`src/rtl/gf180mcu_fd_sc_mcu9t5v0__comb_vec_seq_pkg.sv`:
```
// Shared definitions for the cell self-test sequencer: FSM states, the counter
// width helper and reference truth tables for common 9-track cells.
package gf180mcu_fd_sc_mcu9t5v0__selftest_pkg;

    typedef enum logic [1:0] {
        ST_IDLE,
        ST_SETTLE,
        ST_SAMPLE,
        ST_DONE
    } state_e;

    function automatic int settle_cnt_w(int settle);
        return (settle < 1) ? 1 : $clog2(settle + 1);
    endfunction

    // Bit v is the expected ZN when the cell inputs carry vector v.
    localparam logic [3:0] TRUTH_NOR2  = 4'b0001;
    localparam logic [7:0] TRUTH_NOR3  = 8'b0000_0001;
    localparam logic [7:0] TRUTH_NAND3 = 8'b0111_1111;
    localparam logic [7:0] TRUTH_OR3   = 8'b1111_1110;

endpackage

```
`src/rtl/gf180mcu_fd_sc_mcu9t5v0__comb_vec_seq_if.sv`:
```
// Harness-facing bundle of the sequencer: control, cell stimulus/response and results.
interface gf180mcu_fd_sc_mcu9t5v0__comb_vec_seq_if #(
    parameter int N_IN = 3
);
    logic            START;
    logic            ABORT;
    logic            ZN_IN;
    logic [N_IN-1:0] STIM;
    logic            BUSY;
    logic            DONE;
    logic            PASS;
    logic [N_IN:0]   ERR_CNT;
    logic            FAIL_VALID;
    logic [N_IN-1:0] FIRST_FAIL;

    // master: harness plus cell under test; slave: the sequencer itself.
    modport master (
        output START, ABORT, ZN_IN,
        input  STIM, BUSY, DONE, PASS, ERR_CNT, FAIL_VALID, FIRST_FAIL
    );

    modport slave (
        input  START, ABORT, ZN_IN,
        output STIM, BUSY, DONE, PASS, ERR_CNT, FAIL_VALID, FIRST_FAIL
    );
endinterface

```
`src/rtl/gf180mcu_fd_sc_mcu9t5v0__comb_vec_seq_settle_cnt.sv`:
```
// Loadable down-counter timing the settle window; tc_o is high once the count reaches zero.
module gf180mcu_fd_sc_mcu9t5v0__settle_cnt #(
    parameter int W = 2
) (
    input  logic         CLK,
    input  logic         RN,
    input  logic         load_i,
    input  logic [W-1:0] load_val_i,
    input  logic         dec_i,
    output logic         tc_o
);

    logic [W-1:0] cnt_q;
    logic [W-1:0] cnt_d;

    // NOTE: give every always_comb output a default first so no path leaves it unassigned (no latch).
    always_comb begin
        cnt_d = cnt_q;
        if (load_i) begin
            cnt_d = load_val_i;
        end else if (dec_i && (cnt_q != '0)) begin
            cnt_d = cnt_q - W'(1);
        end
    end

    // NOTE: state uses non-blocking assignments; RN is synchronous so it only acts at a clock edge.
    always_ff @(posedge CLK) begin
        if (!RN) begin
            cnt_q <= '0;
        end else begin
            cnt_q <= cnt_d;
        end
    end

    assign tc_o = (cnt_q == '0);

endmodule

```
`src/rtl/gf180mcu_fd_sc_mcu9t5v0__comb_vec_seq.sv`:
```
// Self-test sequencer: sweeps every input vector of a combinational cell, samples ZN
// after SETTLE idle cycles and accumulates mismatches against the TRUTH table.
module gf180mcu_fd_sc_mcu9t5v0__comb_vec_seq
    import gf180mcu_fd_sc_mcu9t5v0__selftest_pkg::*;
#(
    parameter int N_IN   = 3,
    parameter int SETTLE = 2,
    parameter     TRUTH  = TRUTH_NOR3
) (
    input logic CLK,
    input logic RN,
    gf180mcu_fd_sc_mcu9t5v0__comb_vec_seq_if.slave bus
);

    localparam int NV    = 2 ** N_IN;
    localparam int ERR_W = N_IN + 1;
    localparam int CW    = settle_cnt_w(SETTLE);

    localparam logic [NV-1:0] TRUTH_VEC = TRUTH;
    // The counter is reloaded on the apply edge, so SETTLE-1 more edges elapse before SAMPLE.
    localparam logic [CW-1:0] CNT_LOAD  = CW'(SETTLE - 1);

    if (N_IN < 1 || N_IN > 6) begin : g_bad_n_in
        $error("N_IN must be in 1..6");
    end
    if (SETTLE < 1) begin : g_bad_settle
        $error("SETTLE must be at least 1");
    end
    if ($bits(TRUTH) != NV) begin : g_bad_truth
        $error("TRUTH must be 2**N_IN bits wide");
    end

    state_e state_q, state_d;

    logic [N_IN-1:0]  stim_q;
    logic             busy_q, done_q, pass_q, fail_valid_q;
    logic [ERR_W-1:0] err_cnt_q, err_cnt_d;
    logic [N_IN-1:0]  first_fail_q;

    logic idle_like, last_vec, tc, mismatch;
    logic start_ok, cnt_dec, do_sample, cnt_load;

    assign idle_like = (state_q == ST_IDLE) || (state_q == ST_DONE);
    assign last_vec  = (stim_q == '1);
    assign mismatch  = (bus.ZN_IN != TRUTH_VEC[stim_q]);
    assign err_cnt_d = err_cnt_q + ERR_W'(mismatch);

    always_ff @(posedge CLK) begin
        if (!RN) begin
            state_q <= ST_IDLE;
        end else begin
            state_q <= state_d;
        end
    end

    always_comb begin
        state_d = state_q;
        if (bus.ABORT) begin
            state_d = ST_IDLE;
        end else begin
            case (state_q)
                ST_IDLE, ST_DONE: if (bus.START) state_d = ST_SETTLE;
                ST_SETTLE:        if (tc) state_d = ST_SAMPLE;
                ST_SAMPLE:        state_d = last_vec ? ST_DONE : ST_SETTLE;
                default:          state_d = ST_IDLE;
            endcase
        end
    end

    // ABORT dominates every other action, including a coincident START.
    always_comb begin
        start_ok  = 1'b0;
        cnt_dec   = 1'b0;
        do_sample = 1'b0;
        if (!bus.ABORT) begin
            start_ok  = idle_like && bus.START;
            cnt_dec   = (state_q == ST_SETTLE) && !tc;
            do_sample = (state_q == ST_SAMPLE);
        end
    end

    assign cnt_load = start_ok || do_sample;

    gf180mcu_fd_sc_mcu9t5v0__settle_cnt #(.W(CW)) u_settle_cnt (
        .CLK       (CLK),
        .RN        (RN),
        .load_i    (cnt_load),
        .load_val_i(CNT_LOAD),
        .dec_i     (cnt_dec),
        .tc_o      (tc)
    );

    always_ff @(posedge CLK) begin
        if (!RN) begin
            stim_q       <= '0;
            busy_q       <= 1'b0;
            done_q       <= 1'b0;
            pass_q       <= 1'b0;
            err_cnt_q    <= '0;
            fail_valid_q <= 1'b0;
            first_fail_q <= '0;
        end else if (bus.ABORT) begin
            // Partial error results stay visible for post-mortem after an abort.
            stim_q <= '0;
            busy_q <= 1'b0;
            done_q <= 1'b0;
            pass_q <= 1'b0;
        end else if (start_ok) begin
            stim_q       <= '0;
            busy_q       <= 1'b1;
            done_q       <= 1'b0;
            pass_q       <= 1'b0;
            err_cnt_q    <= '0;
            fail_valid_q <= 1'b0;
            first_fail_q <= '0;
        end else if (do_sample) begin
            err_cnt_q <= err_cnt_d;
            pass_q    <= (err_cnt_d == '0);
            if (mismatch && !fail_valid_q) begin
                first_fail_q <= stim_q;
                fail_valid_q <= 1'b1;
            end
            if (last_vec) begin
                stim_q <= '0;
                busy_q <= 1'b0;
                done_q <= 1'b1;
            end else begin
                stim_q <= stim_q + N_IN'(1);
            end
        end
    end

    assign bus.STIM       = stim_q;
    assign bus.BUSY       = busy_q;
    assign bus.DONE       = done_q;
    assign bus.PASS       = pass_q;
    assign bus.ERR_CNT    = err_cnt_q;
    assign bus.FAIL_VALID = fail_valid_q;
    assign bus.FIRST_FAIL = first_fail_q;

endmodule

```
`src/flat_wrapper.sv`:
```
// flat-port wrapper written by rule: the top's interface ports become plain ports
module gf180mcu_fd_sc_mcu9t5v0__comb_vec_seq_flat import gf180mcu_fd_sc_mcu9t5v0__selftest_pkg::*;
#(
    parameter int N_IN   = 3,
    parameter int SETTLE = 2,
    parameter     TRUTH  = TRUTH_NOR3
)
  (CLK, RN, bus_START, bus_ABORT, bus_ZN_IN, bus_STIM, bus_BUSY, bus_DONE, bus_PASS, bus_ERR_CNT, bus_FAIL_VALID, bus_FIRST_FAIL);
  gf180mcu_fd_sc_mcu9t5v0__comb_vec_seq_if #(.N_IN(N_IN)) bus_i ();
  input logic CLK;
  input logic RN;
  input wire logic [$bits(bus_i.START)-1:0] bus_START;
  input wire logic [$bits(bus_i.ABORT)-1:0] bus_ABORT;
  input wire logic [$bits(bus_i.ZN_IN)-1:0] bus_ZN_IN;
  output wire logic [$bits(bus_i.STIM)-1:0] bus_STIM;
  output wire logic [$bits(bus_i.BUSY)-1:0] bus_BUSY;
  output wire logic [$bits(bus_i.DONE)-1:0] bus_DONE;
  output wire logic [$bits(bus_i.PASS)-1:0] bus_PASS;
  output wire logic [$bits(bus_i.ERR_CNT)-1:0] bus_ERR_CNT;
  output wire logic [$bits(bus_i.FAIL_VALID)-1:0] bus_FAIL_VALID;
  output wire logic [$bits(bus_i.FIRST_FAIL)-1:0] bus_FIRST_FAIL;
  assign bus_i.START = bus_START;
  assign bus_i.ABORT = bus_ABORT;
  assign bus_i.ZN_IN = bus_ZN_IN;
  assign bus_STIM = bus_i.STIM;
  assign bus_BUSY = bus_i.BUSY;
  assign bus_DONE = bus_i.DONE;
  assign bus_PASS = bus_i.PASS;
  assign bus_ERR_CNT = bus_i.ERR_CNT;
  assign bus_FAIL_VALID = bus_i.FAIL_VALID;
  assign bus_FIRST_FAIL = bus_i.FIRST_FAIL;
  gf180mcu_fd_sc_mcu9t5v0__comb_vec_seq #(.N_IN(N_IN), .SETTLE(SETTLE), .TRUTH(TRUTH)) u_core (.CLK(CLK), .RN(RN), .bus(bus_i));
endmodule
```
`config.mk`:
```
export PLATFORM = sky130hd
export DESIGN_NAME = gf180mcu_fd_sc_mcu9t5v0__comb_vec_seq_flat
export DESIGN_NICKNAME = d
export VERILOG_FILES = /design/src/rtl/gf180mcu_fd_sc_mcu9t5v0__comb_vec_seq_pkg.sv /design/src/rtl/gf180mcu_fd_sc_mcu9t5v0__comb_vec_seq_if.sv /design/src/rtl/gf180mcu_fd_sc_mcu9t5v0__comb_vec_seq_settle_cnt.sv /design/src/rtl/gf180mcu_fd_sc_mcu9t5v0__comb_vec_seq.sv /design/src/flat_wrapper.sv
export SDC_FILE = /design/constraint.sdc
export NUM_CORES = 1
export LEC_CHECK = 0
export BUFFER_PORTS_ARGS = -buffer_cell sky130_fd_sc_hd__clkbuf_2
export CAP_MARGIN = 5
export CORE_MARGIN = 1
export CORE_UTILIZATION = 59
export CTS_BUF_LIST = sky130_fd_sc_hd__clkbuf_8
export CTS_CLUSTER_DIAMETER = 100
export DETAILED_ROUTE_END_ITERATION = 10
export PLACE_DENSITY = 0.95
export SKIP_LAST_GASP = 1
export SLEW_MARGIN = 20
export SYNTH_ARGS = -nofsm -noshare
export SYNTH_HDL_FRONTEND = slang
export SYNTH_SLANG_ARGS = --single-unit
```
`constraint.sdc`:
```
create_clock -name CLK -period 2.65 [get_ports CLK]
set_input_delay 0.265 -clock CLK [delete_from_list [all_inputs] [get_ports CLK]]
set_output_delay 0.265 -clock CLK [all_outputs]
set_load 0.02 [all_outputs]
```
==> impl_metrics.json, run 1 <==
{
  "grt_pass1_wl_mm": 2.96,
  "yosys_warnings": 0,
  "antenna_found_initial": 0,
  "clock_path_buffers": 2,
  "syn-instance-count": 104,
  "drv_slew": 0,
  "route.met3.wl_um": 115,
  "powerDensity_nw_per_um2": 506,
  "cp-start-kind": "register",
  "clk_pin_slew_ns": 0.07,
  "die_w_um": 41.1,
  "synth.area.top_cells": "dfxtp_1 (42%), ha_1 (9.7%), a21oi_1 (6.1%)",
  "path_class": "reg -> reg",
  "drt_iter0_drc": 30,
  "synth-seq-cells": 19,
  "synth-simple-area-share_pct": 21.3,
  "tightestPinTransition_ns": 0.608,
  "grtUsageTotal_pct": 27.4,
  "ir_drop_uv": 446,
  "met2_length_um": 986,
  "coreArea_um2": 1370,
  "cp_top_family": "compound AO/OA/AOI/OAI gates",
  "p_sw_uw": 125,
  "status": "finished clean",
  "fin_nets": 138,
  "cts.sinks": 19,
  "synth_compound_gate_area_share_pct": 16.1,
  "synth_top_family_by_area": "simple AND/OR/NAND/NOR gates",
  "place_hpwl_mm": 1.48,
  "cts_resized": 0,
  "path_max_fanout": 5,
  "ios": 19,
  "top_layer": "met4",
  "port-buffer-count": 18,
  "max_slew_margin_pct": 59.0,
  "required_ns": 2.78,
  "die-height_um": 41.1,
  "maxCapViolCount": 0,
  "power_frac_clock_pct": 38.2,
  "rsz0062_at_grt": "no",
  "synth_cell_type_count": 26,
  "first_global_vias": 674,
  "pwr-share-seq_pct": 54.7,
  "drive_gt1_share_pct": 19.2,
  "postCtsSetupBuffers": 0,
  "synthMuxAreaShare_pct": 3.33,
  "drc": 0,
  "drt-met1-wl_um": 907,
  "worst-path-buf-inv": 1,
  "synthAdderAreaFrac_pct": 9.72,
  "antenna_left": 0,
  "swShare_pct": 23.6,
  "cp.arrival_ns": 1.78,
  "crit_path_top_delay_cell": "o21ai_0",
  "min_path_type": "in -> reg",
  "fillers": 102,
  "p_int_uw": 406,
  "place_area_um2": 1000,
  "cts_htree_levels": 1,
  "grt_remaining_overflow": 0,
  "setup_tns_ns": 0,
  "rows": 13,
  "crit_chain": "inv_1 -> ha_1 -> nand2_1 -> o21ai_0 -> nor2_1",
  "ys_seq_area_share_pct": 42.2,
  "finClkSkew_ns": 0.00366,
  "routed_wl_mm": 2.04,
  "cts_root_buf": "clkbuf_8",
  "diodes": 0,
  "min_period_over_period_pct": 62.5,
  "cts_hold_buffers": 0,
  "fp.dieArea_um2": 1690,
  "p_leak_nw": 0.473,
  "syn_nets": 116,
  "start_util_pct": 65.9,
  "vias": 831,
  "clkLatencyLatePin_ns": 0.26,
  "area_growth_pct": 16.7,
  "synth_area_per_cell_um2": 8.66,
  "dr.pass1.iters": 5,
  "vias_per_cell": 5.94,
  "gp_congestion": 0.861,
  "hold_viol_final": 0,
  "cts_buffers": 3,
  "cts_tree": "done",
  "setup.worst_path.end_class": "register",
  "yosysTopAreaCellShare_pct": 42.2,
  "synth_top_area_cell": "dfxtp_1",
  "avgRoutedWirePerCell_um": 14.6,
  "utilization_pct": 76.9,
  "cpPeakStageDelay_ns": 0.51,
  "final_area_um2": 1050,
  "synthXorXnorAreaFrac_pct": 3.89,
  "comb_power_share_pct": 7.1,
  "netlist_area_um2": 901,
  "finalSetupViolations": 0,
  "grt_max_degree": 12,
  "min_period_ns": 1.66,
  "clock.fmax_mhz": 603
}
## final timing paths
kind                                     start                      endpoint  slack (ns)  cells after the start
setup / recovery             u_core.state_q[0]         u_core.bus.ERR_CNT[2]        0.99                      5
hold / removal                       bus_START               u_core.bus.BUSY        0.36                      3
setup reg to reg             u_core.state_q[0]         u_core.bus.ERR_CNT[2]        0.99                      5
hold reg to reg   u_core.u_settle_cnt.cnt_q[1]  u_core.u_settle_cnt.cnt_q[1]        0.47                      2
## registers in the layout (all words and copies together), names as in the netlist, named ones only
name / flops
u_core.u_settle_cnt.cnt_q: 2
u_core.bus.STIM: 3
u_core.bus.FAIL_VALID: 1
u_core.state_q: 2
u_core.bus.BUSY: 1
u_core.bus.PASS: 1
u_core.bus.ERR_CNT: 4
u_core.bus.FIRST_FAIL: 3
u_core.bus.DONE: 1
## layout by cell type, fill, tap and decap left out, drive strengths merged, types with 2 or more instances in the layout
cell type / synthesis / final
clkbuf: 0 / 21
dfxtp: 19 / 19
nor2: 12 / 12
a21oi: 11 / 11
nand2: 10 / 10
inv: 7 / 7
ha: 7 / 7
o21ai: 5 / 5
nand3: 4 / 4
nor2b: 4 / 4
xor2: 3 / 3
nand2b: 3 / 3
mux2i: 3 / 3
nor3: 3 / 3
a22oi: 2 / 2
## Yosys cell counts (all sizes together)
cell	number
a21o	1
a21oi	11
a22oi	2
a2bb2oi	1
a31oi	1
a32oi	1
buf	1
dfxtp	19
ha	7
inv	7
mux2i	3
nand2	10
nand2b	3
nand3	4
nand3b	1
nand4b	1
nor2	12
nor2b	4
nor3	3
o211a	1
o21ai	5
o32ai	1
or2	1
xnor2	1
xor2	3
## power groups by stage
stage / clock (mW) / sequential (mW) / combinational, mW
after floorplan: 0 / 0.298 / 0.0239
after global placement: 0 / 0.297 / 0.0342
after detailed placement: 0 / 0.297 / 0.0364
after CTS: 0.207 / 0.290 / 0.0368
after global routing: 0.219 / 0.291 / 0.0412
final: 0.203 / 0.291 / 0.0379
## worst min-delay path: stages
cell,delay [ns]
clkbuf_2,0.11
nand2_1,0.11
a21oi_1,0.07
## layout make-up
class                   count  area [µm²]  area share (%)
clock buffers               3        41.3            3.93
clock inverters             1        5.00           0.476
inverters                   7        26.3            2.50
multi-input cells          77         489            46.5
flip-flops and latches     19         380            36.2
well taps                  15        18.8            1.79
repair buffers             18        90.1            8.57
## per-stage QoR
stage          worst slack [ns]  hold slack, ns  total power, mW  cells
2_1_floorplan              1.22           0.436            0.322    104
3_3_place_gp               1.16           0.449            0.331    136
3_5_place_dp               1.02           0.461            0.333    136
4_1_cts                    1.03           0.341            0.534    140
5_1_grt                   0.928           0.359            0.551    140
6_report                  0.993           0.356            0.532    140
## logic make-up after synthesis
logic type,count (synthesis)
AO/OA/AOI/OAI,24
XOR/XNOR,4
adder cells (fa/ha/maj),7
buffers and inverters,8
flip-flops,19
multiplexers,3
AND/OR/NAND/NOR,39
## routing by layer
metal / vias up / track usage (%)
li1: 403 / -
met1: 382 / 34.1
met2: 39 / 44.1
met3: 7 / 8.70
met4: 0 / 9.17
met5: - / 0
Note: power is estimated with default switching activity, not from simulation.
==> run 2: changes to the inputs <==
CORE_UTILIZATION = 55   (was 59)
PLACE_DENSITY = 0.92   (was 0.95)
clock period = 1.58 ns   (was 2.65 ns; I/O delays follow)
==> run 2 against run 1 <==
Against the previous run: clock power increased by 68%; wire length barely moved; non-clock buffer count rose by 1; clock-buffer cell count stayed put; setup slack worse by 0.94 ns; sequential share of layout area decreased by 1.1 points.
==> impl_metrics.json, run 2 (synthesis results as in run 1) <==
{
  "clock.fmax_mhz": 655,
  "cp-start-kind": "register",
  "drv_slew": 0,
  "fillers": 125,
  "drc": 0,
  "grt_pass1_wl_mm": 3.00,
  "crit_start": "u_core.state_q[0]",
  "antenna_found_initial": 0,
  "vias": 836,
  "ios": 19,
  "final_cells": 142,
  "rrSetupSlack_ns": 0.05,
  "maxCapViolCount": 0,
  "layout_commonest_cell": "dfxtp_1",
  "max_slew_margin_pct": 81.3,
  "cp.arrival_ns": 1.68,
  "status": "finished clean",
  "coreArea_um2": 1520,
  "whs_ns": 0.242,
  "port-buffer-count": 18,
  "crit_end": "u_core.bus.ERR_CNT[1]",
  "routed_wl_mm": 2.04,
  "tightestPinTransition_ns": 0.281,
  "cts_tree": "done",
  "cts_buffers": 3,
  "clock_path_buffers": 2,
  "path_max_fanout": 5,
  "min_period_over_period_pct": 96.7,
  "place_hpwl_mm": 1.48,
  "clk_pin_slew_ns": 0.07,
  "setup.worst_path.end_class": "register",
  "postCtsSetupBuffers": 0,
  "cts_root_buf": "clkbuf_8",
  "cts_resized": 0,
  "hold_viol_final": 0,
  "gp_congestion": 0.833,
  "powerDensity_nw_per_um2": 829,
  "most-common-layout-cells": "dfxtp_1 (19), clkbuf_2 (18), nor2_1 (12)",
  "die-height_um": 42.5,
  "placedCellCount": 138,
  "start_util_pct": 59.1,
  "cts_htree_levels": 1,
  "rsz0062_at_grt": "yes",
  "fin_ws_ns": 0.0528,
  "finalSetupViolations": 0,
  "vias_per_cell": 5.89,
  "r2r-start": "u_core.state_q[0]",
  "grt_max_degree": 12,
  "antenna_left": 0,
  "power_uw": 898,
  "rows": 14,
  "dr.pass1.iters": 6,
  "largest_register_ffs": 4,
  "path_class": "reg -> reg",
  "fp.dieArea_um2": 1800,
  "cts_hold_buffers": 0,
  "post-place-ws_ns": 0.0555,
  "fin_nets": 139,
  "finClkSkew_ns": 0.00510,
  "min_path_type": "in -> reg",
  "avgRoutedWirePerCell_um": 14.3,
  "min_period_ns": 1.53,
  "ir_drop_uv": 649,
  "drive_gt1_share_pct": 24.6,
  "grtUsageTotal_pct": 22.6,
  "die_w_um": 42.5,
  "cts.sinks": 19,
  "area_growth_pct": 20.3,
  "ff2ff_path_depth": 6,
  "clkLatencyLatePin_ns": 0.26,
  "diodes": 0,
  "p_leak_nw": 0.479,
  "required_ns": 1.73,
  "first_global_vias": 693,
  "r2r-end": "u_core.bus.ERR_CNT[1]",
  "grt_remaining_overflow": 0,
  "drt_iter0_drc": 15
}
==> run 2: cell types whose count changed in the layout (fill, tap and decap cells not counted), sizes merged <==
cell and change:
buf +1
==> run 2: layout make-up <==
| cell class | instances | area [µm²] | share of cell area [%] |
|---|---|---|---|
| multi-input cells | 77 | 513 | 47.3 |
| clock buffers | 3 | 41.3 | 3.81 |
| repair buffers | 19 | 97.6 | 9.01 |
| well taps | 16 | 20.0 | 1.85 |
| clock inverters | 1 | 5.00 | 0.462 |
| inverters | 7 | 26.3 | 2.42 |
| flip-flops and latches | 19 | 380 | 35.1 |
==> run 2: how the worst min path moves through the flow <==
stage | from | end | cells past startpoint
finish | RN | u_core.u_settle_cnt.cnt_q[0] | 2
global route | RN | u_core.u_settle_cnt.cnt_q[0] | 2
CTS | bus_START | u_core.bus.BUSY | 3
detailed placement | u_core.u_settle_cnt.cnt_q[1] | u_core.u_settle_cnt.cnt_q[1] | 2
global placement | u_core.u_settle_cnt.cnt_q[1] | u_core.u_settle_cnt.cnt_q[1] | 2
floorplan | bus_ABORT | u_core.bus.STIM[1] | 3
==> run 2: power by group <==
| group | switching [mW] | total (mW) | internal (mW) |
|---|---|---|---|
| clock network | 0.165 | 0.341 | 0.176 |
| logic | 0.0435 | 0.0701 | 0.0265 |
| registers | 0.00300 | 0.487 | 0.484 |
==> run 2: metal layers <==
metal | global-route usage (%) | routed length [µm]
met1 | 27.3 | 855
met2 | 37.8 | 1040
met3 | 5.60 | 108
met4 | 9.38 | 32
met5 | 0 | 0
==> run 2: stage by stage <==
| stage | util [%] | setup TNS [ns] | area [µm²] |
|---|---|---|---|
| 2_1_floorplan | - | 0 | 901 |
| 3_3_place_gp | 66.5 | 0 | 1010 |
| 3_5_place_dp | 66.5 | 0 | 1010 |
| 4_1_cts | 69.5 | 0 | 1060 |
| 5_1_grt | 71.1 | -0.0292 | 1080 |
| 6_report | 71.1 | 0 | 1080 |
==> run 2: worst max-delay path: stages (launching register included) <==
cell and delay (ns):
dfxtp_1 0.33, inv_1 0.06, ha_2 0.38, a21oi_2 0.10, or2_2 0.31, a22oi_1 0.17
nor2b_1 0.07
